===== src/rtl/ddr4_modport.sv =====
// DDR4 command-bus monitor: decodes pins into a registered command, captures addresses and
// flags tRCD/tCCD spacing. Define DDR4_READ_LATENCY_CHECK_EN to add the dq_valid/tcl_err check.
module ddr4_modport #(
    parameter int unsigned AWIDTH  = 18,
    parameter int unsigned BG_BITS = 2,
    parameter int unsigned B_BITS  = 2,
    parameter int unsigned TRCD    = 16,
    parameter int unsigned TCCD_L  = 6,
    parameter int unsigned TCCD_S  = 4,
    parameter int unsigned TCL     = 16
) (
    input  logic                      clock,
    input  logic                      reset_n,
    input  logic                      cke,
    input  logic                      cs_n,
    input  logic                      act_n,
    input  logic [AWIDTH-1:0]         pin_A,
    input  logic [BG_BITS-1:0]        bg,
    input  logic [B_BITS-1:0]         b,
    output logic [3:0]                cmd,
    output logic [14:0]               row_addr,
    output logic [9:0]                col_addr,
    output logic [B_BITS+BG_BITS-1:0] act_bank,
    output logic [B_BITS+BG_BITS-1:0] col_bank,
    output logic                      trcd_err,
    output logic                      tccd_l_err,
    output logic                      tccd_s_err,
    output logic [15:0]               err_count
`ifdef DDR4_READ_LATENCY_CHECK_EN
    ,
    input  logic                      dq_valid,
    output logic                      tcl_err
`endif
);

    typedef enum logic [3:0] {
        CmdNone = 4'd0,
        CmdDes  = 4'd1,
        CmdNop  = 4'd2,
        CmdAct  = 4'd3,
        CmdMrs  = 4'd4,
        CmdRef  = 4'd5,
        CmdPre  = 4'd6,
        CmdPrea = 4'd7,
        CmdWr   = 4'd8,
        CmdWra  = 4'd9,
        CmdRd   = 4'd10,
        CmdRda  = 4'd11,
        CmdRsvd = 4'd12
    } cmd_e;

    // Timing limits above 255 cannot be reached by the saturating counters anyway.
    localparam logic [7:0] Trcd  = 8'(TRCD);
    localparam logic [7:0] TccdL = 8'(TCCD_L);
    localparam logic [7:0] TccdS = 8'(TCCD_S);

    cmd_e               cmd_d;
    logic               is_act, is_rw;
    logic [7:0]         trcd_cnt_q, tccd_cnt_q;
    logic               act_seen_q, rw_seen_q;
    logic [BG_BITS-1:0] bg_prev_q;
    logic               trcd_err_d, tccd_l_err_d, tccd_s_err_d;
    logic [16:0]        err_sum;
    logic [15:0]        err_count_d;
    logic               unused_pins;

    assign unused_pins = ^pin_A[AWIDTH-1:17];

    always_comb begin
        cmd_d = CmdNone;
        if (cke != 1'b1) begin
            cmd_d = CmdNone;
        end else if (cs_n) begin
            cmd_d = CmdDes;
        end else if (!act_n) begin
            cmd_d = CmdAct;
        end else begin
            case (pin_A[16:14])
                3'b000:  cmd_d = CmdMrs;
                3'b001:  cmd_d = CmdRef;
                3'b010:  cmd_d = pin_A[10] ? CmdPrea : CmdPre;
                3'b100:  cmd_d = pin_A[10] ? CmdWra : CmdWr;
                3'b101:  cmd_d = pin_A[10] ? CmdRda : CmdRd;
                3'b111:  cmd_d = CmdNop;
                default: cmd_d = CmdRsvd;
            endcase
        end
    end

    assign is_act = (cmd_d == CmdAct);
    assign is_rw  = (cmd_d == CmdWr) || (cmd_d == CmdWra) || (cmd_d == CmdRd) || (cmd_d == CmdRda);

    // Counters hold the distance to the last event at the moment of the current edge.
    assign trcd_err_d   = is_rw && act_seen_q && (trcd_cnt_q < Trcd);
    assign tccd_l_err_d = is_rw && rw_seen_q && (bg == bg_prev_q) && (tccd_cnt_q < TccdL);
    assign tccd_s_err_d = is_rw && rw_seen_q && (bg != bg_prev_q) && (tccd_cnt_q < TccdS);

`ifdef DDR4_READ_LATENCY_CHECK_EN
    logic [TCL-1:0] rd_pipe_q;
    logic           is_rd;
    logic           tcl_err_d;

    assign is_rd     = (cmd_d == CmdRd) || (cmd_d == CmdRda);
    assign tcl_err_d = rd_pipe_q[TCL-1] ^ dq_valid;
    assign err_sum   = {1'b0, err_count} + 17'(trcd_err_d) + 17'(tccd_l_err_d)
                     + 17'(tccd_s_err_d) + 17'(tcl_err_d);
`else
    assign err_sum   = {1'b0, err_count} + 17'(trcd_err_d) + 17'(tccd_l_err_d)
                     + 17'(tccd_s_err_d);
`endif

    assign err_count_d = err_sum[16] ? 16'hFFFF : err_sum[15:0];

    function automatic logic [7:0] inc_sat(input logic [7:0] c);
        return (c == 8'hFF) ? c : c + 8'd1;
    endfunction

    always_ff @(posedge clock or negedge reset_n) begin
        if (!reset_n) begin
            cmd        <= CmdNone;
            row_addr   <= '0;
            col_addr   <= '0;
            act_bank   <= '0;
            col_bank   <= '0;
            trcd_err   <= 1'b0;
            tccd_l_err <= 1'b0;
            tccd_s_err <= 1'b0;
            err_count  <= '0;
            trcd_cnt_q <= '0;
            tccd_cnt_q <= '0;
            act_seen_q <= 1'b0;
            rw_seen_q  <= 1'b0;
            bg_prev_q  <= '0;
`ifdef DDR4_READ_LATENCY_CHECK_EN
            rd_pipe_q  <= '0;
            tcl_err    <= 1'b0;
`endif
        end else begin
            cmd        <= cmd_d;
            trcd_err   <= trcd_err_d;
            tccd_l_err <= tccd_l_err_d;
            tccd_s_err <= tccd_s_err_d;
            err_count  <= err_count_d;
            trcd_cnt_q <= is_act ? 8'd1 : inc_sat(trcd_cnt_q);
            tccd_cnt_q <= is_rw ? 8'd1 : inc_sat(tccd_cnt_q);
            if (is_act) begin
                row_addr   <= pin_A[14:0];
                act_bank   <= {b, bg};
                act_seen_q <= 1'b1;
            end
            if (is_rw) begin
                col_addr  <= pin_A[9:0];
                col_bank  <= {b, bg};
                rw_seen_q <= 1'b1;
                bg_prev_q <= bg;
            end
`ifdef DDR4_READ_LATENCY_CHECK_EN
            rd_pipe_q  <= (rd_pipe_q << 1) | TCL'(is_rd);
            tcl_err    <= tcl_err_d;
`endif
        end
    end

endmodule


===== config.mk =====
export PLATFORM = sky130hd
export DESIGN_NAME = ddr4_modport
export DESIGN_NICKNAME = d
export VERILOG_FILES = /design/src/rtl/ddr4_modport.sv
export SDC_FILE = /design/constraint.sdc
export NUM_CORES = 1
export LEC_CHECK = 0
export ABC_AREA = 0
export CAP_MARGIN = 20
export CORE_MARGIN = 3
export CORE_UTILIZATION = 30
export DETAILED_ROUTE_END_ITERATION = 6
export GPL_TIMING_DRIVEN = 1
export MAX_ROUTING_LAYER = met4
export PLACE_DENSITY = 0.61
export SLEW_MARGIN = 20
export SYNTH_ARGS = -nofsm -noshare
export SYNTH_HDL_FRONTEND = slang
export SYNTH_SLANG_ARGS = --single-unit

===== constraint.sdc =====
create_clock -name clock -period 3.1 [get_ports clock]
set_input_delay 0.465 -clock clock [delete_from_list [all_inputs] [get_ports clock]]
set_output_delay 0.465 -clock clock [all_outputs]
set_load 0.03 [all_outputs]

==> After elaboration in Yosys (flattened, before gate mapping) <==
Cells that the tools add are included.
{ "word_totals": {"romBits": 0, "latchBits": 0, "inputBits": 27, "out_inout_bits": 56, "wordCells": 61, "n_memories": 0, "regBits": 76, "mem_bits_rw": 0} }
{ "classes": {"div_mod_pow": 0, "n_mul": 0, "shift": 0, "n_bitwise": 0, "n_reduce_logical": 11, "n_lt_le_gt_ge": 3, "mux": 12, "addsub": 5, "eq_ne": 16} }
{ "ops": {"columns": ["op", "count"], "rows": [
  ["$add A17 B1 Y17", 2],
  ["$mux W8", 4],
  ["$pmux W4 S6", 1],
  ["$add A16 B1 Y17", 1],
  ["$add A8 B1 Y8 const B", 2],
  ["$eq A4 B4 Y1 const B", 4],
  ["$eq A8 B8 Y1 const B", 2],
  ["$lt A8 B3 Y1 const B", 2],
  ["$mux W16", 1],
  ["$mux W4", 3],
  ["$eq A3 B3 Y1 const B", 3],
  ["$lt A8 B5 Y1 const B", 1],
  ["$logic_and A1 B1 Y1", 7],
  ["$eq A4 B2 Y1 const B", 1],
  ["$ne A2 B2 Y1 const B", 2],
  ["$eq A3 B1 Y1 const B", 1],
  ["$eq A3 B2 Y1 const B", 1],
  ["$logic_not A3 Y1", 1],
  ["$logic_or A1 B1 Y1", 3],
  ["$mux W1", 3],
  ["$eq A2 B2 Y1", 1],
  ["$ne A2 B2 Y1", 1]
]} }

==> Logic depth before layout (Yosys ltp) <==
Gate-level depths: netlist of run 1.
{ "depth": {"ltp_word": 15, "ltp_mapped": 12} }

==> Least setup slack after synthesis of run 1 <==
No wires, ideal clock.
{ "synth_path": {"kind": "input to register", "startpoint": "input port cs_n", "endpoint": "register err_count[6]", "setup_time_ps": 142, "slack_ps": -95, "arrival_ps": 3052, "n_path_buf": 1, "cell_stages": 12, "cell_sequence": "nand3b_4 nor3b_4 nand4b_1 nor3_1 fa_1 ha_1 fa_1 nand2_1 nor2_1 nand3_1 clkbuf_1 o21ai_0"} }
{ "synth_via": {"word_cells_on_any_way": 20, "classes_between": "add/sub (3); eq/ne (4); mux (3); reduce/logical (10)"} }
{ "synth_lines": {"columns": ["element", "line_no", "text"], "rows": [
  ["from (decl)", "15", "input logic cs_n,"],
  ["$mux W4 (*)", "73", "end else if (cs_n) begin"],
  ["$mux W4 (*)", "71", "if (cke != 1'b1) begin"],
  ["$eq A4 B4 Y1", "91", "assign is_rw = (cmd_d == CmdWr) || (cmd_d == CmdWra) || (cmd_d == CmdRd) || (cmd_d == CmdRda);"],
  ["$logic_or A1 B1 Y1 (2 in a row)", "91", null],
  ["$logic_or A1 B1 Y1 (*)", "91", null],
  ["$logic_and A1 B1 Y1 (*) (3 in a row)", "96", "assign tccd_s_err_d = is_rw && rw_seen_q && (bg != bg_prev_q) && (tccd_cnt_q < TccdS);"],
  ["via tccd_s_err_d", "62", "logic trcd_err_d, tccd_l_err_d, tccd_s_err_d;"],
  ["$add A17 B1 Y17 (*)", "109", "+ 17'(tccd_s_err_d);"],
  ["$mux W16 (*)", "112", "assign err_count_d = err_sum[16] ? 16'hFFFF : err_sum[15:0];"],
  ["via err_count_d[6]", "64", "logic [15:0] err_count_d;"],
  ["to (signal assigned)", "143", "err_count <= err_count_d;"],
  ["to (decl)", "28", "output logic [15:0] err_count"]
]} }
Mark *: on every way through the listed nets, which the timed path passes. The rest lies on a longest branch.
A chain may end at the register's enable or synchronous reset.

==> Final worst setup path of run 1 <==
{ "layout_path": {"startpoint": "input port pin_A[15]", "endpoint": "register err_count[8]"} }
{ "layout_via": {"word_cells_on_any_way": 28, "classes_between": "add/sub (3); eq/ne (9); mux (5); reduce/logical (11)"} }
{ "layout_lines": {"columns": ["element", "line_no", "text"], "rows": [
  ["from (decl)", "17", "input logic [AWIDTH-1:0] pin_A,"],
  ["$eq A3 B3 Y1, or another cell as far along", "78", "case (pin_A[16:14])"],
  ["$pmux W4 S6 (*)", "78", null],
  ["$mux W4 (*)", "75", "end else if (!act_n) begin"],
  ["$mux W4 (*)", "73", null],
  ["$mux W4 (*)", "71", null],
  ["$eq A4 B4 Y1", "91", null],
  ["$logic_or A1 B1 Y1 (2 in a row)", "91", null],
  ["$logic_or A1 B1 Y1 (*)", "91", null],
  ["$logic_and A1 B1 Y1 (*) (3 in a row)", "96", null],
  ["via tccd_s_err_d", "62", null],
  ["$add A17 B1 Y17 (*)", "109", null],
  ["$mux W16 (*)", "112", null],
  ["via err_count_d[8]", "64", null]
]} }
Marks and branches as above.

==> results of run 1 <==
==> critical path: stages <==
cell	delay, ns
clkdlybuf4s50_1	0.48
nor3b_4	0.23
nand4b_1	0.18
nor3_2	0.28
fa_1	0.47
ha_4	0.19
fa_2	0.40
and2_4	0.20
nand3_1	0.09
xor2_1	0.15
nand2_1	0.07
==> how the worst max path moves through the flow <==
stage / endpoint / slack, ns
after floorplan: err_count[6] / 0.01
after global placement: err_count[8] / -0.44
after detailed placement: err_count[10] / -0.52
after CTS: err_count[10] / 0.01
after global routing: err_count[8] / 0.02
final: err_count[8] / 0.13
==> kinds of logic (layout without fill, tap and decap cells) <==
family | after synthesis | count (layout) | share of synthesized area, %
AO/OA/AOI/OAI | 28 | 28 | 5.74
buffers and inverters | 12 | 126 | 1.57
adder cells (fa/ha/maj) | 6 | 6 | 2.76
flip-flops | 74 | 74 | 56.7
XOR/XNOR | 16 | 16 | 4.29
multiplexers | 19 | 19 | 6.36
AND/OR/NAND/NOR | 151 | 151 | 22.6
==> cell type report <==
class	count	area, um2	area share (%)
Clock inverter	5	78.8	1.67
Tap cell	136	170	3.60
Inverter	4	15.0	0.318
Sequential cell	74	1850	39.2
Clock buffer	10	138	2.92
Timing Repair Buffer	107	1020	21.7
Multi-Input combinational cell	220	1440	30.6
==> Yosys cell counts, types with 2 or more instances <==
library cell | count | area share, %
dfrtp_1 | 74 | 57
nand2_1 | 72 | 8.3
nor2_1 | 18 | 2.1
mux2_2 | 14 | 4.8
xor2_1 | 13 | 3.5
nand3_1 | 12 | 1.8
nand4_1 | 9 | 1.7
and3_1 | 7 | 1.3
a31oi_1 | 6 | 1.1
nand2b_1 | 6 | 1.1
nor3_1 | 6 | 0.92
o21ai_0 | 6 | 0.92
clkbuf_1 | 5 | 0.57
mux2i_1 | 5 | 1.5
a21oi_1 | 4 | 0.61
and4_1 | 4 | 1.1
ha_1 | 4 | 1.5
inv_1 | 4 | 0.46
nor2b_1 | 4 | 0.77
or2_2 | 3 | 0.57
xnor2_1 | 3 | 0.80
a211oi_1 | 2 | 0.46
a41oi_1 | 2 | 0.54
and2_1 | 2 | 0.38
buf_2 | 2 | 0.31
fa_1 | 2 | 1.2
nor4_1 | 2 | 0.38
o211ai_1 | 2 | 0.46
==> power by group <==
part	total, mW	internal (mW)	leakage [nW]	switching [mW]
clock	0.822	0.470	0.112	0.352
combinational	0.840	0.391	1.15	0.449
sequential	1.34	1.15	0.931	0.187
==> state kept, by name, summed over array words and instances, names as in the netlist <==
register,flops
cmd,4
act_bank,4
col_bank,4
rw_seen_q,1
trcd_cnt_q,8
tccd_cnt_q,8
tccd_s_err,1
err_count,16
col_addr,10
trcd_err,1
row_addr,15
act_seen_q,1
tccd_l_err,1
==> layer usage <==
layer  vias to the layer above  part of all wire [%]  GRT usage, %
met1                      1229                    46          18.1
met2                        54                    47          21.8
met4                         0                   1.6          5.28
li1                       1280                     -             -
met3                         9                   5.4          3.38
met5                         -                     0             -
==> metrics by stage <==
stage / power (mW) / hold slack, ns / utilization, % / setup slack, ns
after floorplan: 1.80 / 0.169 / - / 0.0149
final: 3.00 / 0.252 / 45.1 / 0.126
after CTS: 3.03 / 0.303 / 44.3 / 0.0104
after detailed placement: 2.19 / 0.450 / 42.1 / -0.519
after global routing: 3.20 / 0.340 / 45.1 / 0.0161
after global placement: 2.17 / 0.441 / 42.1 / -0.444
==> repair_timing <==
action | 4_1_cts | 5_1_grt
gates resized for setup | 3 | 18
pin swaps | 1 | 7
buffers inserted | 0 | 1
hold buffers | 0 | 0
endpoints found under the setup margin | 16 | 16
==> results.py, run 1 <==
metrics = {
    "setup_path": {
        "reg2regPathDepth": 10,
        "rrSetupSlack_ns": 0.22,
        "timing.rr.end": "err_count[8]",
        "cp-end-kind": "flip-flop",
        "cp_max_fo": 4,
        "crit_type": "input port to flip-flop",
        "start_kind": "input port",
        "reg2reg_from": "tccd_cnt_q[5]",
        "cp.arrival_ns": 3.20,
        "crit_start": "pin_A[15]",
        "cp.required_ns": 3.33,
    },
    "drt": {
        "drc": 0,
        "ant_nets": 0,
        "vias": 2572,
        "drt-initial-drc-count": 121,
        "dr.pass1.iters": 4,
        "via_per_inst": 4.63,
        "wl_per_cell_um": 13.9,
        "routed_wl_mm": 7.70,
    },
    "placement": {
        "place_area_um2": 4400,
        "dp_hpwl_mm": 5.38,
        "port_buffers": 81,
        "gp_congestion": 0.786,
        "dp.cells": 540,
    },
    "hold_path": {
        "hold_path.class": "input port to async pin",
    },
    "die": {
        "die_area_um2": 12200,
        "core_um2": 10500,
        "core.rowCount": 37,
        "start_util_pct": 31.2,
        "die_y_um": 110,
        "die-width_um": 110,
        "io_pins": 83,
    },
    "sta": {
        "rsz0062_at_grt": "false",
        "clock_skew_ns": 0.0120,
        "finalHoldViolCount": 0,
        "setup_violations": 0,
        "max_slew_margin_pct": 37.1,
        "fin_tns_setup_ns": 0,
        "period_share_pct": 95.9,
        "post-route-min-period_ns": 2.97,
        "slew_viol_final": 0,
        "tightest_slew_ns": 0.943,
        "max_clock_freq_ghz": 0.336,
    },
    "synthesis": {
        "synthCells": 306,
        "synth_ff_type": "dfrtp_1",
        "synth_edf_count": 0,
        "seq_area_frac_synth_pct": 56.7,
        "syn_nets": 339,
        "yosysWarningCount": 0,
        "ys_types": 41,
        "synth-seq-cells": 74,
        "async_flop_share_pct": 100,
        "synth_area_um2": 3270,
        "synth.avg_cell_area_um2": 10.7,
    },
    "job": {
        "maxCapViolCount": 0,
    },
    "cts": {
        "cts-root-buf": "clkbuf_8",
        "cts_tree": "done",
        "cts_buffers": 9,
        "insertion_delay_ns": 0.34,
        "cts_max_path_buffers": 2,
        "clk_pin_slew_ns": 0.08,
        "clkSinkCount": 74,
        "htreeDepth": 3,
    },
    "finish": {
        "diodes": 0,
        "fin_area_um2": 4720,
        "fillCellCount": 1040,
        "nets": 449,
        "area_delta_synth_final_pct": 44.4,
        "drive_gt1_share_pct": 17.1,
        "layout_commonest_cell": "clkdlybuf4s50_1",
        "final_cell_mix": "clkdlybuf4s50_1, dfrtp_1, nand2_1",
        "fin_cells": 556,
    },
    "global_route": {
        "grt.total_usage_pct": 14.1,
        "grt_max_degree": 75,
        "grt_overflow_total": 0,
        "grt_pass1_wl_mm": 13.0,
        "grt_pass1_vias": 2677,
        "antenna_found_initial": 0,
    },
    "power_and_ir_drop": {
        "power_density_nw_per_um2": 635,
        "ir_worst_vdd_mv": 0.271,
        "p_leak_nw": 2.20,
    },
    "outcome": {
        "status": "completed",
    },
}
Power figures use the tool's default switching activity.
==> inputs of run 2 (changes only) <==
Settings changed: PLACE_DENSITY 0.61 to 0.64, TNS_END_PERCENT set to 1.
==> results.py, run 2 (synthesis gave the netlist of run 1 again) <==
metrics = {
    "outcome": {
        "status": "completed",
    },
    "finish": {
        "fin_cells": 564,
        "diodes": 0,
        "largest_reg_flops": 16,
        "drive_gt1_share_pct": 18.2,
        "nets": 457,
        "fillCellCount": 1008,
        "area_delta_synth_final_pct": 43.8,
        "layout_commonest_cell": "clkdlybuf4s50_1",
        "largest_register": "err_count",
        "largestRegisters": "err_count (16), row_addr (15), col_addr (10)",
        "final_cell_mix": "clkdlybuf4s50_1, dfrtp_1, nand2_1",
    },
    "sta": {
        "tightest_slew_ns": 0.925,
        "rsz0062_at_grt": "false",
        "clock_skew_ns": 0.00990,
        "post-route-min-period_ns": 2.95,
        "slew_viol_final": 0,
        "finalHoldViolCount": 0,
        "setup_violations": 0,
        "max_slew_margin_pct": 38.3,
        "max_clock_freq_ghz": 0.339,
        "period_share_pct": 95.1,
        "timing.hold.ws_ns": 0.259,
    },
    "global_route": {
        "grt_max_degree": 75,
        "grt.total_usage_pct": 13.6,
        "grt_overflow_total": 0,
        "grt_pass1_wl_mm": 12.4,
        "grt_pass1_vias": 2573,
        "antenna_found_initial": 0,
    },
    "cts": {
        "cts-root-buf": "clkbuf_8",
        "cts_tree": "done",
        "postCtsHoldBufs": 0,
        "cts_max_path_buffers": 2,
        "cts_buffers": 9,
        "clk_pin_slew_ns": 0.08,
        "htreeDepth": 3,
        "insertion_delay_ns": 0.34,
        "clkSinkCount": 74,
    },
    "die": {
        "start_util_pct": 31.2,
        "io_pins": 83,
        "die_y_um": 110,
        "core_um2": 10500,
        "die_area_um2": 12200,
        "die-width_um": 110,
        "core.rowCount": 37,
    },
    "placement": {
        "port_buffers": 81,
        "dp.cells": 537,
        "gp_congestion": 0.801,
        "dp_hpwl_mm": 5.36,
    },
    "power_and_ir_drop": {
        "ir_worst_vdd_mv": 0.261,
        "power_density_nw_per_um2": 617,
        "p_sw_share_pct": 34.0,
        "clock_power_share_pct": 24.6,
        "power.net_switching_uw": 985,
        "combPwrFrac_pct": 29.6,
        "p_leak_nw": 2.19,
        "p_seq_share_pct": 45.8,
        "internal-power_mw": 1.91,
    },
    "setup_path": {
        "cp_max_fo": 5,
        "reg2reg_from": "tccd_cnt_q[6]",
        "cp.arrival_ns": 3.17,
        "crit_start": "tccd_cnt_q[6]",
        "endpoint": "err_count[15]",
        "crit_type": "flip-flop to flip-flop",
        "start_kind": "flip-flop",
        "reg2regPathDepth": 10,
        "cp-end-kind": "flip-flop",
        "cp.required_ns": 3.33,
        "rrSetupSlack_ns": 0.15,
        "timing.rr.end": "err_count[15]",
    },
    "drt": {
        "drc": 0,
        "vias": 2644,
        "dr.pass1.iters": 4,
        "drt-initial-drc-count": 73,
        "wl_per_cell_um": 13.8,
        "routed_wl_mm": 7.81,
        "ant_nets": 0,
        "via_per_inst": 4.69,
    },
    "job": {
        "maxCapViolCount": 0,
    },
    "hold_path": {
        "hold_path.class": "input port to async pin",
    },
}
-- run 2: stage by stage --
step | TNS [ns] | total power [mW] | setup slack (ns) | area (um2) | utilization (%)
6_report | 0 | 2.90 | 0.151 | 4700 | 44.9
5_1_grt | 0 | 3.08 | 0.0268 | 4700 | 44.9
4_1_cts | 0 | 2.93 | 0.0226 | 4660 | 44.5
3_5_place_dp | -8.69 | 2.20 | -0.598 | 4380 | 41.8
3_3_place_gp | -6.79 | 2.18 | -0.464 | 4380 | 41.8
2_1_floorplan | 0 | 1.80 | 0.0149 | 3270 | -
-- run 2: power groups by stage --
stage / clock [mW] / sequential, mW / combinational (mW)
final: 0.713 / 1.33 / 0.860
after global routing: 0.777 / 1.36 / 0.943
after CTS: 0.748 / 1.33 / 0.860
after detailed placement: 0 / 1.34 / 0.855
after global placement: 0 / 1.33 / 0.844
after floorplan: 0 / 1.51 / 0.283
-- run 2: worst min path at each step --
stage,from,end,cells past startpoint
final,reset_n,row_addr[14],1
after floorplan,reset_n,act_bank[0],0
after detailed placement,act_seen_q,act_seen_q,1
after global routing,reset_n,row_addr[13],1
after global placement,act_seen_q,act_seen_q,1
after CTS,reset_n,row_addr[13],1
-- run 2: cell type report --
cell class | instances | area, um2 | area share [%]
Timing Repair Buffer | 115 | 1070 | 22.7
Multi-Input combinational cell | 220 | 1410 | 30.0
Tap cell | 136 | 170 | 3.62
Clock buffer | 10 | 128 | 2.72
Clock inverter | 5 | 56.3 | 1.20
Sequential cell | 74 | 1850 | 39.4
Inverter | 4 | 15.0 | 0.320
-- run 2: what timing repair did --
item / 4_1_cts / 5_1_grt
setup buffers: 11 / 1
endpoints found under the setup margin: 16 / 13
resized for setup: 6 / 8
pin swaps: 2 / 6
-- run 2: critical path, stage by stage (launching register included) --
cell       delay [ns]
dfrtp_1          0.42
nor4_2           0.31
nand4b_1         0.19
buf_4            0.18
a2111oi_2        0.58
ha_4             0.24
a21o_1           0.16
nor4b_1          0.36
buf_4            0.19
nand3_1          0.09
mux2i_1          0.13
-- run 2: routing by layer --
layer	track usage [%]	part of all wire, %
met1	17.0	45
met5	-	0
met2	21.8	49
met3	3.90	4.4
met4	3.52	1.2
==> inputs of run 3 (changes only) <==
Settings changed: CORE_ASPECT_RATIO set to 1.25, HOLD_SLACK_MARGIN set to 0.03.
==> results.py, run 3 (synthesis gave the netlist of run 1 again) <==
metrics = {
    "outcome": {
        "status": "completed",
    },
    "die": {
        "core.rowCount": 42,
        "die_y_um": 123,
        "die_area_um2": 12200,
        "io_pins": 83,
        "die-width_um": 99.4,
        "start_util_pct": 30.8,
        "core_um2": 10600,
    },
    "setup_path": {
        "cp-end-kind": "flip-flop",
        "cp.arrival_ns": 3.06,
        "crit_chain": "nor4_2 > nand4b_1 > nor3_2 > fa_1 > ha_4 > fa_2 > and2_4 > nand3_1 > xor2_1 > nand2_1",
        "cp_slowest_stage_delay_ns": 0.50,
        "crit_type": "flip-flop to flip-flop",
        "cp.required_ns": 3.32,
        "start_kind": "flip-flop",
        "crit_path_top_delay_cell": "fa_1",
        "cp_max_fo": 6,
    },
    "cts": {
        "cts-root-buf": "clkbuf_16",
        "clk_pin_slew_ns": 0.06,
        "insertion_delay_ns": 0.34,
        "clkSinkCount": 74,
        "cts_max_path_buffers": 2,
        "htreeDepth": 3,
        "cts_tree": "done",
        "cts_buffers": 9,
        "postCtsHoldBufs": 0,
    },
    "finish": {
        "largestRegisters": "err_count (16), row_addr (15), col_addr (10)",
        "multi_input_area_um2": 1420,
        "largest_reg_flops": 16,
        "final_cell_mix": "clkdlybuf4s50_1, dfrtp_1, nand2_1",
        "regArea_um2": 1850,
        "area_delta_synth_final_pct": 44.6,
        "fillCellCount": 1026,
        "layout_commonest_cell": "clkdlybuf4s50_1",
        "nets": 443,
        "diodes": 0,
        "largest_register": "err_count",
        "drive_gt1_share_pct": 16.1,
    },
    "job": {
        "maxCapViolCount": 0,
    },
    "drt": {
        "drt-initial-drc-count": 115,
        "ant_nets": 0,
        "routed_wl_mm": 7.86,
        "via_per_inst": 4.82,
        "wl_per_cell_um": 14.4,
        "vias": 2637,
        "drc": 0,
        "dr.pass1.iters": 4,
    },
    "global_route": {
        "grt.total_usage_pct": 14.1,
        "grt_pass1_vias": 2793,
        "antenna_found_initial": 0,
        "grt_max_degree": 75,
        "grt_overflow_total": 0,
        "grt_pass1_wl_mm": 13.2,
    },
    "placement": {
        "dp_hpwl_mm": 5.48,
        "dp_worst_setup_slack_ns": -0.487,
        "port_buffers": 81,
        "gp_congestion": 0.853,
    },
    "hold_path": {
        "hold_path.class": "input port to async pin",
    },
    "sta": {
        "fin_tns_setup_ns": 0,
        "tightest_slew_ns": 0.944,
        "setup_slack_ns": 0.255,
        "period_share_pct": 91.8,
        "slew_viol_final": 0,
        "setup_violations": 0,
        "max_clock_freq_ghz": 0.351,
        "finalHoldViolCount": 0,
        "max_slew_margin_pct": 37.1,
        "post-route-min-period_ns": 2.85,
        "clock_skew_ns": 0.00507,
        "rsz0062_at_grt": "false",
    },
    "power_and_ir_drop": {
        "ir_worst_vdd_mv": 0.389,
        "p_leak_nw": 2.22,
        "power_density_nw_per_um2": 681,
    },
}
-- run 3: cell count changes in the layout (fill, tap and decap cells not counted), sizes merged --
| cell | before | now |
|---|---|---|
| buf | 35 | 21 |
| clkbuf | 10 | 9 |
| clkinv | 3 | 2 |
| clkinvlp | 1 | 2 |
| dlygate4sd2 | 2 | 0 |
| dlymetal6s2s | 3 | 5 |
| inv | 4 | 6 |
-- run 3: cell type report --
class	instances	share of cell area, %
timing repair buffer	101	20.5
sequential	74	39.2
inverter	4	0.318
clock buffer	9	4.76
multi-input combinational	220	30.1
tap	132	3.49
clock inverter	7	1.61
-- run 3: stage by stage --
step | std cells | util (%) | instance area [um2] | hold slack, ns | power, mW
after global routing | 547 | 44.5 | 4730 | 0.359 | 3.41
after global placement | 530 | 41.0 | 4350 | 0.447 | 2.15
after detailed placement | 530 | 41.0 | 4350 | 0.467 | 2.18
after CTS | 546 | 44.0 | 4670 | 0.316 | 3.26
final | 547 | 44.5 | 4730 | 0.255 | 3.22
after floorplan | 306 | - | 3270 | 0.169 | 1.80
-- run 3: report_power, final --
group / leakage, nW / switching (mW) / total, mW / internal [mW]
sequential: 0.931 / 0.202 / 1.35 / 1.15
clock: 0.142 / 0.420 / 1.05 / 0.628
combinational: 1.14 / 0.441 / 0.819 / 0.378
-- run 3: per-layer routing --
layer  GRT usage [%]  wire [um]
met4            5.55        146
met1            15.8       3290
met5               -          0
met2            23.8       4040
met3            3.92        378
-- run 3: timing repair --
action,CTS,global route
gates resized for setup,3,14
pin swaps,1,6
setup endpoints to repair,15,16
setup buffers,0,1
-- run 3: worst max-delay path, delay by kind of cell (launching register included) --
family        cells  cell delay (ns)
xor+xnor          1             0.15
fa+ha+maj         3             1.08
flops             1             0.45
simple gates      6             1.05
-- run 3: final timing paths --
kind	start	to	slack, ns	depth (start not counted)
setup / recovery	tccd_cnt_q[5]	err_count[8]	0.25	10
hold / removal	reset_n	tccd_l_err	0.26	1
setup reg to reg	tccd_cnt_q[5]	err_count[8]	0.25	10
hold reg to reg	row_addr[2]	row_addr[2]	0.48	2
max in group asynchronous	reset_n	row_addr[10]	2.21	1
min in group clock	cs_n	cmd[3]	0.48	3
